**config.mk**
```make
export PLATFORM = sky130hd
export DESIGN_NAME = game_scoreboard
export DESIGN_NICKNAME = d
export VERILOG_FILES = /design/src/rtl/game_scoreboard.sv
export SDC_FILE = /design/constraint.sdc
export NUM_CORES = 1
export LEC_CHECK = 0
export CAP_MARGIN = 15
export CORE_UTILIZATION = 45
export DETAILED_ROUTE_END_ITERATION = 6
export DONT_BUFFER_PORTS = 1
export PLACE_DENSITY = 0.63
export SETUP_SLACK_MARGIN = 0.05
export SYNTH_ARGS = -nofsm -noshare
export SYNTH_HDL_FRONTEND = slang
export SYNTH_SLANG_ARGS = --single-unit
```
**constraint.sdc**
```tcl
create_clock -name clk -period 1.95 [get_ports clk]
set_input_delay 0.195 -clock clk [delete_from_list [all_inputs] [get_ports clk]]
set_output_delay 0.195 -clock clk [all_outputs]
set_load 0.1 [all_outputs]
```
**src/rtl/game_scoreboard.sv**
```systemverilog
// Game timer and per-player score keeper driven by a video frame strobe.
// Optional BCD timer output: define GAME_SCOREBOARD_BCD_EN.
module game_scoreboard #(
    parameter int NUM_PLAYERS    = 2,
    parameter int SCORE_W        = 7,
    parameter int TIMER_W        = 5,
    parameter int GAME_SECONDS   = 30,
    parameter int FRAMES_PER_SEC = 60,
    localparam int PW = (NUM_PLAYERS > 1) ? $clog2(NUM_PLAYERS) : 1
) (
    input  logic                           clk,
    input  logic                           reset,
    input  logic                           frame_in,
    input  logic                           start,
    input  logic                           pause,
    input  logic                           shot_valid,
    input  logic [PW-1:0]                  shot_player,
    input  logic [1:0]                     shot_points,
    output logic [TIMER_W-1:0]             timer,
    output logic [NUM_PLAYERS*SCORE_W-1:0] scores,
    output logic [1:0]                     state,
    output logic                           game_over,
    output logic [7:0]                     timer_bcd
);

    localparam int FW = (FRAMES_PER_SEC > 1) ? $clog2(FRAMES_PER_SEC) : 1;
    localparam logic [FW-1:0]      FC_MAX = FW'(FRAMES_PER_SEC - 1);
    localparam logic [TIMER_W-1:0] T_LOAD = TIMER_W'(GAME_SECONDS);
    localparam logic [TIMER_W-1:0] T_ONE  = TIMER_W'(1);

    typedef enum logic [1:0] {
        S_IDLE  = 2'b00,
        S_RUN   = 2'b01,
        S_PAUSE = 2'b10,
        S_OVER  = 2'b11
    } state_t;

    state_t                         state_q, state_d;
    logic [TIMER_W-1:0]             timer_q, timer_d;
    logic [FW-1:0]                  fcnt_q, fcnt_d;
    logic [NUM_PLAYERS*SCORE_W-1:0] scores_q, scores_d;
    logic                           game_over_q;
    logic                           sync1, sync2, sync3;
    logic                           frame_tick;
    logic                           sec_tick;
    logic                           load;
    logic                           dec;

    function automatic logic [SCORE_W-1:0] sat_add(
        input logic [SCORE_W-1:0] a,
        input logic [1:0]         b
    );
        logic [SCORE_W:0] s;
        s = {1'b0, a} + {{(SCORE_W-1){1'b0}}, b};
        return s[SCORE_W] ? {SCORE_W{1'b1}} : s[SCORE_W-1:0];
    endfunction

    // Synchronize frame_in and emit a one-cycle pulse on its rising edge.
    always_ff @(posedge clk or posedge reset) begin
        if (reset) begin
            sync1      <= 1'b0;
            sync2      <= 1'b0;
            sync3      <= 1'b0;
            frame_tick <= 1'b0;
        end else begin
            sync1      <= frame_in;
            sync2      <= sync1;
            sync3      <= sync2;
            frame_tick <= sync2 & ~sync3;
        end
    end

    // Frame counter advances only while running; wrap marks one second.
    always_comb begin
        fcnt_d   = fcnt_q;
        sec_tick = 1'b0;
        if (state_q == S_RUN && frame_tick) begin
            if (fcnt_q == FC_MAX) begin
                fcnt_d   = '0;
                sec_tick = 1'b1;
            end else begin
                fcnt_d = fcnt_q + FW'(1);
            end
        end
    end

    // Game FSM next state, timer and score updates; start overrides all.
    always_comb begin
        state_d  = state_q;
        timer_d  = timer_q;
        scores_d = scores_q;
        load     = 1'b0;
        dec      = 1'b0;
        unique case (state_q)
            S_IDLE: begin
                if (start) load = 1'b1;
            end
            S_RUN: begin
                if (start) begin
                    load = 1'b1;
                end else begin
                    for (int i = 0; i < NUM_PLAYERS; i++) begin
                        if (shot_valid && shot_player == PW'(i)) begin
                            scores_d[i*SCORE_W +: SCORE_W] =
                                sat_add(scores_q[i*SCORE_W +: SCORE_W],
                                        shot_points);
                        end
                    end
                    if (sec_tick) dec = 1'b1;
                    if (sec_tick && timer_q == T_ONE) begin
                        state_d = S_OVER;
                    end else if (pause) begin
                        state_d = S_PAUSE;
                    end
                end
            end
            S_PAUSE: begin
                if (start) begin
                    load = 1'b1;
                end else if (pause) begin
                    state_d = S_RUN;
                end
            end
            S_OVER: begin
                if (start) load = 1'b1;
            end
        endcase
        if (dec) timer_d = timer_q - T_ONE;
        if (load) begin
            state_d  = S_RUN;
            timer_d  = T_LOAD;
            scores_d = '0;
        end
    end

    // State, timer, frame counter and score registers.
    always_ff @(posedge clk or posedge reset) begin
        if (reset) begin
            state_q     <= S_IDLE;
            timer_q     <= '0;
            fcnt_q      <= '0;
            scores_q    <= '0;
            game_over_q <= 1'b0;
        end else begin
            state_q     <= state_d;
            timer_q     <= timer_d;
            fcnt_q      <= load ? '0 : fcnt_d;
            scores_q    <= scores_d;
            game_over_q <= (state_d == S_OVER);
        end
    end

`ifdef GAME_SCOREBOARD_BCD_EN
    localparam logic [7:0] BCD_LOAD =
        {4'(GAME_SECONDS / 10), 4'(GAME_SECONDS % 10)};

    logic [7:0] bcd_q;

    // Two-digit BCD copy of the timer, loaded and decremented with it.
    always_ff @(posedge clk or posedge reset) begin
        if (reset) begin
            bcd_q <= '0;
        end else if (load) begin
            bcd_q <= BCD_LOAD;
        end else if (dec) begin
            if (bcd_q[3:0] == 4'd0) begin
                bcd_q <= {bcd_q[7:4] - 4'd1, 4'd9};
            end else begin
                bcd_q[3:0] <= bcd_q[3:0] - 4'd1;
            end
        end
    end

    assign timer_bcd = bcd_q;
`else
    assign timer_bcd = 8'h00;
`endif

    assign timer     = timer_q;
    assign scores    = scores_q;
    assign state     = state_q;
    assign game_over = game_over_q;

endmodule

```
# --- After elaboration in Yosys (flattened, before gate mapping) ---
# Cells that the tools add are included.
word_totals:
  register_bits: 32
  out_inout_bits: 30
  wordCells: 63
op_classes:
  n_addsub: 4
  n_eq_ne: 7
  n_mux: 26
  n_bitwise: 3
  reduce_logical: 13
op_table:
  columns: ["cell", "count"]
  rows:
  - ["two-way mux 14 bit", 3]
  - ["two-way mux 7 bit", 4]
  - ["two-way mux 6 bit", 3]
  - ["adder 7 x 2 -> 8 bit", 2]
  - ["two-way mux 2 bit", 6]
  - ["two-way mux 5 bit", 2]
  - ["nonzero test 2 bit", 5]
  - ["two-way mux 1 bit", 7]
  - ["adder 6 x 1 -> 6 bit, second input constant", 1]
  - ["== test 2 bit, second input constant", 3]
  - ["== test 6 bit, second input constant", 1]
  - ["AND reduction 3 bit", 2]
  - ["== test 5 x 1 -> 1 bit, second input constant", 1]
  - ["subtractor 5 x 1 -> 5 bit, second input constant", 1]
  - ["logical AND 1 bit", 4]
  - ["one-hot mux 2 bit (2 select lines)", 1]
  - ["OR reduction 4 bit", 1]
  - ["== test 2 x 1 -> 1 bit, second input constant", 1]
  - ["zero test 2 bit", 1]
  - ["!= test 2 x 1 -> 1 bit, second input constant", 1]
  - ["inverter 1 bit", 2]
  - ["AND 1 bit", 1]

# --- Longest topological paths before layout ---
# Gate-level depths: netlist (run 1).
depth:
  word_depth: 9
  mapped_depth: 6
  depth_no_buf: 6

# --- Worst setup path before layout (run 1) ---
# OpenSTA, ideal clock, no wires.
synth_path:
  path_type: "register to register"
  from: "register scores_q[0] (netlist: scores[0])"
  to: "register scores_q[4] (netlist: scores[4])"
  setup_ns: 0.100
  arrival_time_ns: 2.282
  setup_slack_ns: -0.431
  path_stages_with_launch: 7
  n_path_buf: 0
  path_cell_list: "dfrtp_1 > ha_1 > inv_1 > fa_1 > and4bb_2 > a31oi_1 > a311oi_1"
synth_between:
  elab_chain_cells: 6
synth_lines:
  columns: ["element", "line_no", "text"]
  rows:
  - ["start: declaration", "41", "logic [NUM_PLAYERS*SCORE_W-1:0] scores_q, scores_d;"]
  - ["start signal: assignment", "148", "scores_q <= scores_d;"]
  - ["adder 7 x 2 -> 8 bit", "54", "s = {1'b0, a} + {{(SCORE_W-1){1'b0}}, b};"]
  - ["two-way mux 7 bit", "55", "return s[SCORE_W] ? {SCORE_W{1'b1}} : s[SCORE_W-1:0];"]
  - ["two-way mux 7 bit", "103", "if (shot_valid && shot_player == PW'(i)) begin"]
  - ["two-way mux 14 bit", "99", "if (start) begin"]
  - ["two-way mux 14 bit", "94", "unique case (state_q)"]
  - ["two-way mux 14 bit", "129", "if (load) begin"]
# Every way passes these cells. The select of a mux whose other input is x is not followed.
# A chain may end at the register's enable or synchronous reset.

# --- Worst setup path after layout (run 1) ---
# Ends and elaborated chain as after synthesis.

==> results of run 1 <==
==> how the worst max path moves through the flow <==
stage | start | endpoint | slack [ps] | cells past startpoint
global placement | scores[0]$_DFFE_PP0P_ | scores[4]$_DFFE_PP0P_ | 270 | 6
detailed placement | scores[0]$_DFFE_PP0P_ | scores[4]$_DFFE_PP0P_ | 190 | 6
floorplan | scores[0]$_DFFE_PP0P_ | scores[4]$_DFFE_PP0P_ | 3 | 6
finish | scores[0]$_DFFE_PP0P_ | scores[4]$_DFFE_PP0P_ | 200 | 6
CTS | scores[0]$_DFFE_PP0P_ | scores[4]$_DFFE_PP0P_ | 210 | 6
global route | state[1]$_DFF_PP0_ | timer[4]$_DFFE_PP0P_ | 80 | 6
==> synthesized netlist by cell type, types with 5 or more instances <==
cell      count  area [µm²]
buf_4         9       67.56
o21ai_0       9       45.04
a31oi_1      14       87.58
and4_1        7       61.31
a311oi_1      8       70.07
a21oi_1       6       30.03
dfrtp_1      32       800.8
nor2_1        8       30.03
inv_1        12       45.04
nor3_1        5       25.02
nand3_1       8       40.04
ha_1          9       112.6
nor2b_1       7       43.79
==> metal layers <==
metal	part of all wire [%]	vias up
met5	0	-
met4	0.43	0
met3	3.6	2
met2	49	31
met1	47	746
li1	-	740
==> sequential cells by signal, indices dropped and copies added, names as in the netlist <==
register    flops
scores         14
fcnt_q          6
timer           5
state           2
frame_tick      1
game_over       1
sync1           1
sync2           1
sync3           1
==> cell families (layout without fill, tap and decap cells) <==
logic type / count (synthesis) / in the layout / share of synthesized area (%)
AOI/OAI and AO/OA: 54 / 54 / 19.83
xor gates and xnor gates: 2 / 2 / 0.9410
adders and majority gates: 11 / 11 / 8.199
buffers and inverters: 27 / 47 / 7.862
DFF: 32 / 32 / 43.01
muxes: 1 / 1 / 0.5377
other: 1 / 8 / 0.2014
and+or+nand+nor: 58 / 58 / 19.42
==> layout make-up <==
class,instances,area [µm²]
sequential,32,815.8
timing repair buffer,27,210.2
clock buffer,8,100.1
inverter,12,45.04
fill,359,1813
tap,50,62.56
multi-input combinational,134,953.4
==> power groups by stage <==
stage	Clock [mW]	Combinational [mW]	Sequential [mW]
global route	0.598	0.912	0.771
finish	0.554	0.845	0.765
CTS	0.568	0.846	0.765
detailed placement	0	0.833	0.778
floorplan	0	0.413	1.07
global placement	0	0.813	0.775
==> per-stage QoR <==
step / util, % / instances / total power [mW]
2_1_floorplan: - / 193 / 1.486
3_3_place_gp: 51.42 / 252 / 1.588
3_5_place_dp: 51.42 / 252 / 1.611
4_1_cts: 54.68 / 263 / 2.179
5_1_grt: 54.68 / 263 / 2.281
6_report: 54.68 / 263 / 2.164
==> what timing repair did <==
| item | CTS | global route |
|---|---|---|
| endpoints found under the hold margin | 51 | 0 |
| setup buffers | 0 | 0 |
| hold buffers | 3 | 0 |
==> flow_summary.ini, run 1 <==
[power_and_ir_drop]
p_switching_mw = 0.9025
clkPwrFrac_pct = 25.6
sequentialPowerShare_pct = 35.4
p_leak_nw = 0.9445
ir_worst_vdd_mv = 0.4688
swShare_pct = 41.71
comb_power_share_pct = 39.0
internal_power_mw = 1.262
pwr_density_cell_nw_per_um2 = 989.5

[critical_path]
rr_worst_depth = 6
critPathCaptureType = flip-flop
path_delay_family = adder cells
criticalPathCategory = reg -> reg
rr_endpoint = scores[4]$_DFFE_PP0P_
slowest_stage = dfrtp_4
crit_buf_inv = 1
critical_path.max_fanout = 6
slowest_delay_ps = 420
arrival_ps = 1920
path_cells = ha_4, inv_1, fa_1, and4bb_2, a31oi_1, a311oi_1
worst-r2r-setup-slack_ps = 200
start_kind = flip-flop
r2r-start = scores[0]$_DFFE_PP0P_
required_ps = 2120

[worst_hold_path]
min_from = start
hold_end = fcnt_q[5]$_DFFE_PP0P_
hp-class = in -> reg
hold_depth = 2

[timing]
setup_slack_ps = 199.8
fin_skew_ps = 8.301
hold_viol_final = 0
rsz0062_at_grt = false
finalSetupTns_ps = 0
hold_ws_ps = 108.5
slew_headroom_pct = 48.84
setup_viol = 0
finalCriticalPeriod_ps = 1750
tightest_slew_ps = 764.9
final_min_period_over_clock_period_pct = 89.75
slew_viol_final = 0
fmax_ghz = 0.5714

[global_routing]
grt_max_degree = 33
grt_overflow = 0
top_usage_layer = met2
grt.met2_usage_pct = 33.80
grt_pass1_vias = 1499
antenna_found_initial = 0
grt_use_met3_pct = 4.310
grt_pass1_wl_um = 6720
met1_usage_pct = 24.76
track_usage_pct = 19.80

[clock_network]
tritoncts = yes
cts-buffers-inserted = 5
clock_latency_ps = 270
cts_buffer_depth = 2
path_clk_slew_ps = 70
cts-root-buf = clkbuf_8
cts_resized = 0
cts_sinks = 32
h-tree-depth = 2

[yosys]
synth_cell_types = 45
synth_edf_count = 0
synthArstFlopShare_pct = 100.0
ys_seq_area_share_pct = 43.01
synth_cells = 186
synth-warning-count = 0
syn_avg_cell_area_um2 = 10.01
syn_area_um2 = 1862
synth_seq_cells = 32
synth_top_flop_cell = dfrtp_1

[route]
wl_per_cell_um = 15.00
post-route-drc-count = 0
detail-route-antenna-nets = 0
via_per_inst = 5.776
via_count = 1519
routed_wl_um = 3945
drt_iter0_drc = 71
drtPass1Iterations = 4

[placement]
dpl_cell_area_um2 = 2057
port_buffers = 0
dp_hpwl_um = 2837
place_congestion = 0.8401
preCtsSetupSlack_ps = 188.6

[cells_and_area]
num_antenna_cells = 0
final_cell_mix = 24 x dfrtp_1, 24 x buf_4, 14 x a31oi_1
final_area_um2 = 2187
finalNetCount = 232
area.growth.synth_to_final_pct = 17.47
drive_above_1_share_pct = 21.60

[floorplan]
rows = 23
dieArea_um2 = 4398
dieWidth_um = 66.32
die_h_um = 66.32
core_um2 = 4000
io_pins = 39
initial_core_util_pct = 46.54

[job]
drv_cap = 0

[run_status]
outcome = complete, no violations
No activity file was read; power rests on OpenSTA's default activity.
==> inputs of run 2 (changes only) <==
--- a/config.mk
+++ b/config.mk
@@ -6,11 +6,12 @@
 export NUM_CORES = 1
 export LEC_CHECK = 0
 export CAP_MARGIN = 15
-export CORE_UTILIZATION = 45
+export CORE_UTILIZATION = 62
 export DETAILED_ROUTE_END_ITERATION = 6
 export DONT_BUFFER_PORTS = 1
-export PLACE_DENSITY = 0.63
+export PLACE_DENSITY = 0.81
 export SETUP_SLACK_MARGIN = 0.05
+export SLEW_MARGIN = 25
 export SYNTH_ARGS = -nofsm -noshare
 export SYNTH_HDL_FRONTEND = slang
 export SYNTH_SLANG_ARGS = --single-unit
==> flow_summary.ini, run 2 (same netlist as run 1, synthesis figures left out) <==
[run_status]
outcome = complete, but fails checks
violations = design-rule violations

[power_and_ir_drop]
comb_power_share_pct = 39.9
p_switching_mw = 0.9055
ir_worst_vdd_mv = 0.6415
pwr_density_cell_nw_per_um2 = 988.2
sequentialPowerShare_pct = 36.3
swShare_pct = 42.67
p_leak_nw = 0.9394
internal_power_mw = 1.216
clkPwrFrac_pct = 23.8

[clock_network]
path_clk_slew_ps = 110
cts_sinks = 32
clock_latency_ps = 340
cts-root-buf = clkbuf_4
postCtsSetupBuffers = 0
cts-buffers-inserted = 5
h-tree-depth = 2
cts_hold_buf = 3
cts_buffer_depth = 2
tritoncts = yes
cts_resized = 0

[placement]
dp_hpwl_um = 2761
place_congestion = 0.8789
port_buffers = 0
dpl_cell_area_um2 = 2041

[worst_hold_path]
min_from = start
hp-class = in -> reg

[timing]
setup_viol = 0
finalSetupTns_ps = 0
finalCriticalPeriod_ps = 1800
fin_skew_ps = 8.626
final_min_period_over_clock_period_pct = 92.29
rsz0062_at_grt = false
fmax_ghz = 0.5557
slew_headroom_pct = 49.43
slew_viol_final = 0
hold_viol_final = 0
tightest_slew_ps = 756.1

[floorplan]
core_um2 = 2805
initial_core_util_pct = 66.37
die_h_um = 56.80
dieWidth_um = 56.80
io_pins = 39
rows = 19
dieArea_um2 = 3226

[critical_path]
slowest_delay_ps = 450
worst-r2r-setup-slack_ps = 150
r2r-start = scores[0]$_DFFE_PP0P_
rr_endpoint = scores[4]$_DFFE_PP0P_
critPathCaptureType = flip-flop
rr_worst_depth = 6
arrival_ps = 2030
start_kind = flip-flop
path_cells = ha_4, inv_1, fa_1, and4bb_2, a31oi_1, a311oi_1
criticalPathCategory = reg -> reg
critical_path.max_fanout = 6
worstSetupStartpoint = scores[0]$_DFFE_PP0P_
required_ps = 2190
slowest_stage = dfrtp_4
endpoint = scores[4]$_DFFE_PP0P_

[cells_and_area]
drive_above_1_share_pct = 21.96
largest_reg_flops = 14
finalNetCount = 233
num_antenna_cells = 0
layout_commonest_cell = buf_4
final_cell_mix = 25 x buf_4, 24 x dfrtp_1, 14 x a31oi_1
final_area_um2 = 2147
area.growth.synth_to_final_pct = 15.32

[global_routing]
grt_overflow = 0
grt_pass1_wl_um = 6817
grt_max_degree = 33
antenna_found_initial = 0
grt_pass1_vias = 1568
track_usage_pct = 28.18

[route]
post-route-drc-count = 10
drt_iter0_drc = 76
routed_wl_um = 4004
wl_per_cell_um = 16.34
drtPass1Iterations = 6
via_count = 1580
detail-route-antenna-nets = 0
via_per_inst = 6.449

[job]
drv_cap = 0
## run 2: how the worst min path moves through the flow
stage               cells after the start               endpoint
finish                                  2  fcnt_q[5]$_DFFE_PP0P_
global route                            2  fcnt_q[5]$_DFFE_PP0P_
CTS                                     2  fcnt_q[5]$_DFFE_PP0P_
detailed placement                      2   timer[3]$_DFFE_PP0P_
global placement                        2  scores[6]$_DFFE_PP0P_
floorplan                               0        sync1$_DFF_PP0_
## run 2: worst max-delay path: cells and delay by family (launching register included)
family | cells | cell delay [ps]
DFF | 1 | 450
adders and majority gates | 2 | 480
AOI/OAI and AO/OA | 2 | 350
and+or+nand+nor | 1 | 370
buffers and inverters | 1 | 50
## run 2: metal layers
metal / track usage, % / wire length (µm) / vias up
met5: 0 / 0 / -
met4: 13.24 / 75 / 0
met3: 8.986 / 265 / 9
met2: 47.62 / 2001 / 72
met1: 32.42 / 1662 / 754
li1: - / - / 745
## run 2: final cells by class
type,count,area (µm²)
Tap cell,31,38.79
Sequential cell,32,815.8
Inverter,12,45.04
Multi-Input combinational cell,134,953.4
Clock inverter,2,35.03
Clock buffer,6,41.29
Timing Repair Buffer,28,217.7
Fill cell,206,658.1
## run 2: power by group through the flow
stage | combinational (mW) | sequential [mW] | clock, mW
finish | 0.847 | 0.771 | 0.504
global route | 0.905 | 0.779 | 0.546
CTS | 0.845 | 0.771 | 0.513
global placement | 0.800 | 0.777 | 0
detailed placement | 0.824 | 0.783 | 0
floorplan | 0.413 | 1.07 | 0
## run 2: metrics by stage
step | setup slack [ps] | power, mW | std cells | hold WS, ps | util [%]
after floorplan | 2.707 | 1.486 | 193 | 226.4 | -
after global placement | 279.1 | 1.577 | 234 | 186.4 | 72.75
after detailed placement | 214.3 | 1.607 | 234 | 195.0 | 72.75
after CTS | 148.4 | 2.129 | 245 | 12.30 | 76.54
after global routing | 59.96 | 2.230 | 245 | 6.900 | 76.54
final | 150.4 | 2.122 | 245 | 23.09 | 76.54
